<file path="src/rtl/acc_sequencer_if.sv">
// acc_sequencer_if: program memory, data memory and accumulator control bundle of the sequencer
interface acc_sequencer_if #(
  parameter int PC_W = 11
);
  logic [15:0]     Instr;
  logic [PC_W-1:0] PC;
  logic [15:0]     RamDato;
  logic [PC_W-1:0] RamAddr;
  logic            WrRam;
  logic [15:0]     Entrada;
  logic            WrAcc;
  logic            Clear;
  logic            Halt;
  logic            Illegal;
  modport master (
    input  Instr, RamDato,
    output PC, RamAddr, WrRam, Entrada, WrAcc, Clear, Halt, Illegal
  );
  modport slave (
    output Instr, RamDato,
    input  PC, RamAddr, WrRam, Entrada, WrAcc, Clear, Halt, Illegal
  );
endinterface

</file>
<file path="src/rtl/acc_sequencer.sv">
// acc_sequencer: fetch/decode sequencer driving the accumulator; ACC_SEQ_ILLEGAL_HALT_EN traps undefined opcodes
module acc_sequencer #(
  parameter int PC_W = 11
) (
  input  logic            clk,
  input  logic            Reset_n,
  acc_sequencer_if.master bus
);
  typedef enum logic [2:0] {FETCH, DECODE, CLR, ACC, STORE, HALT, TRAP} state_t;
  state_t          state_q, state_d, undef_nxt;
  logic [15:0]     ir_q, ir_d, imm, src;
  logic [PC_W-1:0] pc_q, pc_d;
  logic [4:0]      op;
  assign op  = ir_q[15:11];
  assign imm = {{5{ir_q[10]}}, ir_q[10:0]};
  assign src = ir_q[11] ? imm : bus.RamDato;
`ifdef ACC_SEQ_ILLEGAL_HALT_EN
  assign undef_nxt   = TRAP;
  assign bus.Illegal = state_q == TRAP;
`else
  assign undef_nxt   = FETCH;
  assign bus.Illegal = 1'b0;
`endif
  always_ff @(posedge clk or negedge Reset_n) begin
    if (!Reset_n) begin
      state_q <= FETCH;
      ir_q    <= '0;
      pc_q    <= '0;
    end else begin
      state_q <= state_d;
      ir_q    <= ir_d;
      pc_q    <= pc_d;
    end
  end
  always_comb begin
    state_d = state_q;
    ir_d    = ir_q;
    pc_d    = pc_q;
    case (state_q)
      FETCH: begin
        ir_d    = bus.Instr;
        pc_d    = pc_q + PC_W'(1);
        state_d = DECODE;
      end
      DECODE:     state_d = op > 5'd7 ? undef_nxt : op == 5'd0 ? HALT : op == 5'd1 ? STORE : op[2] ? ACC : CLR;
      CLR:        state_d = ACC;
      ACC, STORE: state_d = FETCH;
      default:    state_d = state_q;
    endcase
  end
  assign bus.PC      = pc_q;
  assign bus.RamAddr = PC_W'(ir_q[10:0]);
  assign bus.WrAcc   = state_q == ACC;
  assign bus.Clear   = state_q == CLR;
  assign bus.WrRam   = state_q == STORE;
  assign bus.Halt    = state_q == HALT || state_q == TRAP;
  assign bus.Entrada = state_q != ACC ? 16'd0 : op[2:1] == 2'b11 ? ~src + 16'd1 : src;
endmodule
</file>
<file path="src/flat_wrapper.sv">
// flat-port wrapper written by rule: the top's interface ports become plain ports
module acc_sequencer_flat 
#(
  parameter int PC_W = 11
)
  (clk, Reset_n, bus_Instr, bus_RamDato, bus_PC, bus_RamAddr, bus_WrRam, bus_Entrada, bus_WrAcc, bus_Clear, bus_Halt, bus_Illegal);
  acc_sequencer_if #(.PC_W(PC_W)) bus_i ();
  input  logic clk;
  input  logic Reset_n;
  input wire logic [$bits(bus_i.Instr)-1:0] bus_Instr;
  input wire logic [$bits(bus_i.RamDato)-1:0] bus_RamDato;
  output wire logic [$bits(bus_i.PC)-1:0] bus_PC;
  output wire logic [$bits(bus_i.RamAddr)-1:0] bus_RamAddr;
  output wire logic [$bits(bus_i.WrRam)-1:0] bus_WrRam;
  output wire logic [$bits(bus_i.Entrada)-1:0] bus_Entrada;
  output wire logic [$bits(bus_i.WrAcc)-1:0] bus_WrAcc;
  output wire logic [$bits(bus_i.Clear)-1:0] bus_Clear;
  output wire logic [$bits(bus_i.Halt)-1:0] bus_Halt;
  output wire logic [$bits(bus_i.Illegal)-1:0] bus_Illegal;
  assign bus_i.Instr = bus_Instr;
  assign bus_i.RamDato = bus_RamDato;
  assign bus_PC = bus_i.PC;
  assign bus_RamAddr = bus_i.RamAddr;
  assign bus_WrRam = bus_i.WrRam;
  assign bus_Entrada = bus_i.Entrada;
  assign bus_WrAcc = bus_i.WrAcc;
  assign bus_Clear = bus_i.Clear;
  assign bus_Halt = bus_i.Halt;
  assign bus_Illegal = bus_i.Illegal;
  acc_sequencer #(.PC_W(PC_W)) u_core (.clk(clk), .Reset_n(Reset_n), .bus(bus_i));
endmodule
</file>
<file path="config.mk">
export PLATFORM = sky130hd
export DESIGN_NAME = acc_sequencer_flat
export DESIGN_NICKNAME = d
export VERILOG_FILES = /design/src/rtl/acc_sequencer_if.sv /design/src/rtl/acc_sequencer.sv /design/src/flat_wrapper.sv
export SDC_FILE = /design/constraint.sdc
export NUM_CORES = 1
export LEC_CHECK = 0
export ABC_AREA = 1
export CAP_MARGIN = 40
export CORE_MARGIN = 2
export CORE_UTILIZATION = 35
export DETAILED_ROUTE_END_ITERATION = 6
export PLACE_DENSITY = 0.69
export REMOVE_ABC_BUFFERS = 1
export SLEW_MARGIN = 20
export SYNTH_ARGS = -nofsm -noshare
export SYNTH_HDL_FRONTEND = slang
export SYNTH_SLANG_ARGS = --single-unit
</file>
<file path="constraint.sdc">
create_clock -name clk -period 2.2 [get_ports clk]
set_input_delay 0.22 -clock clk [delete_from_list [all_inputs] [get_ports clk]]
set_output_delay 0.22 -clock clk [all_outputs]
set_load 0.02 [all_outputs]
</file>
==> out/metrics.cfg <==
[status]
status = complete, but fails checks
violations = negative setup slack

[critical_path]
crit_fanout = 4
crit_required_ps = 1980
reg2reg_depth = 9
ff2ff_setup_slack_ps = 480
crit_type = reg2out
worst_setup_path_end_kind = primary output
cp.arrival_ps = 1990
critPathLaunchType = flip-flop
crit-reg2reg-launch = u_core.state_q[2]
rr_endpoint = u_core.bus.PC[9]

[die]
die_x_um = 82.3
std_cell_rows = 28
start_util_pct = 36.2
core-area_um2 = 5920
fp.dieArea_um2 = 6770
io_pins = 77
die-height_um = 82.3

[timing]
maxSlewViolCount = 0
worst_clock_skew_ps = 6.28
finalCritPeriodShare_pct = 100
hold_ws_ps = 338
hold_violations = 0
finalSetupViolCount = 1
min_period_ps = 2210
timing.final.ws_setup_ps = -8.16
fmax_mhz = 453
rsz0062_at_grt = true

[layout]
drive_gt1_share_pct = 27.0
post-route-util_pct = 57.1
diodes = 0
design_area_um2 = 3380
areaGrowthSynthToFinish_pct = 57.9
fin_cells = 493
final_common_cell = nand2_1
final_nets = 453
layout_common_cells = 86 x nand2_1, 59 x clkdlybuf4s50_1, 44 x buf_4

[grt]
grt_antenna_before_repair = 0
grt_pass1_wl_um = 9570
grt_pass1_vias = 2180
grt_start_max_net_pins = 31
grt-ovfl-total = 0
grt.total_usage_pct = 18.1

[pwr]
leakage_nw = 1.65
worst_ir_drop_vdd_v = 0.000711
p_per_area_nw_per_um2 = 1390
power_mw = 4.70

[placement]
portBuffers = 75
gp_congestion = 0.855
dpl.hpwl_um = 4270
dpl_cell_area_um2 = 3090
dp_cells = 475

[clock_tree]
cts.path.max_buffers = 2
clock-sinks = 30
cts_tree = built
clock-root-buffer = clkbuf_8
path_clk_slew_ps = 70
clk_latency_ps = 270
cts_buffers = 5
cts.htree.levels = 2

[yosys]
synth_seq_area_share_pct = 35.0
synth_cell_types = 31
synth-seq-cells = 30
netlist_instances = 314
synth.avg_cell_area_um2 = 6.83
yosys_warnings = 0
syn_area_um2 = 2140

[routing]
vias_per_cell = 4.69
drc = 0
drtIter0Drc = 80
ant_nets = 0
avgRoutedWirePerCell_um = 12.3
drtPass1Iterations = 4
detail_route.wirelength_um = 6040
vias = 2310

[min_path]
hold_path_class = in2async

[run]
drv_cap = 0

-- power breakdown --
part | internal [mW] | switching, mW
sequential | 0.780 | 0.199
clock | 0.252 | 0.208
combinational | 1.44 | 1.82
total | 2.47 | 2.23
-- how the worst max path moves through the flow --
stage	from	end	slack, ps	cells past startpoint
floorplan	u_core.state_q[1]	bus_Entrada[2]	-300	4
finish	u_core.ir_q[11]	bus_Entrada[6]	-8	12
detailed placement	bus_RamDato[0]	bus_Entrada[10]	-340	11
global route	u_core.ir_q[11]	bus_Entrada[12]	-140	13
global placement	bus_RamDato[0]	bus_Entrada[10]	-300	11
CTS	u_core.ir_q[11]	bus_Entrada[8]	-50	13
-- synth_stat cells --
library cell,instances,area (um2)
a21oi_1,11,55.1
inv_1,37,139
o21ai_0,23,115
nand3_1,12,60.1
buf_6,2,22.5
nor3_1,7,35.0
a21o_1,1,7.51
dfrtp_1,30,751
xnor2_1,2,17.5
o21ai_4,1,16.3
nor2_1,23,86.3
conb_1,1,3.75
clkinv_1,1,3.75
clkbuf_1,3,11.3
nand2_1,99,372
buf_2,1,5.00
nand2_4,1,11.3
buf_4,14,105
nor2_2,2,12.5
nand4_1,5,31.3
inv_2,2,7.51
ha_1,2,25.0
o211ai_1,1,7.51
nand3_2,3,30.0
o21ai_2,2,17.5
xor2_1,6,52.6
nor4_1,3,18.8
o21ai_1,2,10.0
o21a_1,2,15.0
nand2_2,14,87.6
nor2_4,1,11.3
-- metrics by stage --
stage / worst slack [ps] / setup TNS [ps]
after global routing: -143 / -966
after CTS: -47.6 / -173
after floorplan: -305 / -1600
after global placement: -300 / -2500
after detailed placement: -335 / -2880
final: -8.16 / -8.16
-- per-layer routing --
metal  up-vias  part of all wire (%)  global-route usage (%)
met1      1056                    44                    22.7
met4         0                   1.8                    6.50
met2        63                    49                    31.0
li1       1179                     -                       -
met5         -                     0                       0
met3        12                   5.3                    3.59
-- flip-flops by register name, summed over array words and instances, names as in the netlist --
name	cells
u_core.state_q	3
u_core.ir_q	16
u_core.bus.PC	11
-- critical path, cell delays in order, from the launching register on --
cell and delay, ps:
dfrtp_1 430, inv_2 140, nand2_2 80, nand2_4 90
inv_4 40, ha_4 160, nand3_4 70, o21ai_4 70
buf_4 150, buf_6 100, buf_4 120, a21oi_2 110
buf_4 150
-- cells by family (layout without fill, tap and decap cells) --
family	after synthesis	count (layout)	share of synthesized area (%)
fa+ha+maj	2	2	1.17
compound gates	43	43	11.4
other cells	1	1	0.175
simple gates	170	170	35.3
xor+xnor	8	8	3.27
flops	30	30	35.0
buf+inv	60	164	13.7
-- final cells by class --
class,count,area [um2]
multi-input cells,224,1240
fillers,582,2540
inverters,40,156
flip-flops and latches,30,751
clock inverters,1,5.00
repair buffers,116,1050
clock buffers,7,86.3
well taps,75,93.8
-- timing repair --
item | 4_1_cts | 5_1_grt
buffers inserted | 8 | 3
gates resized for setup | 78 | 41
endpoints found under the setup margin | 16 | 13
hold buffers | 0 | 0
pin swaps | 12 | 16
No activity file was read; power rests on OpenSTA's default activity.
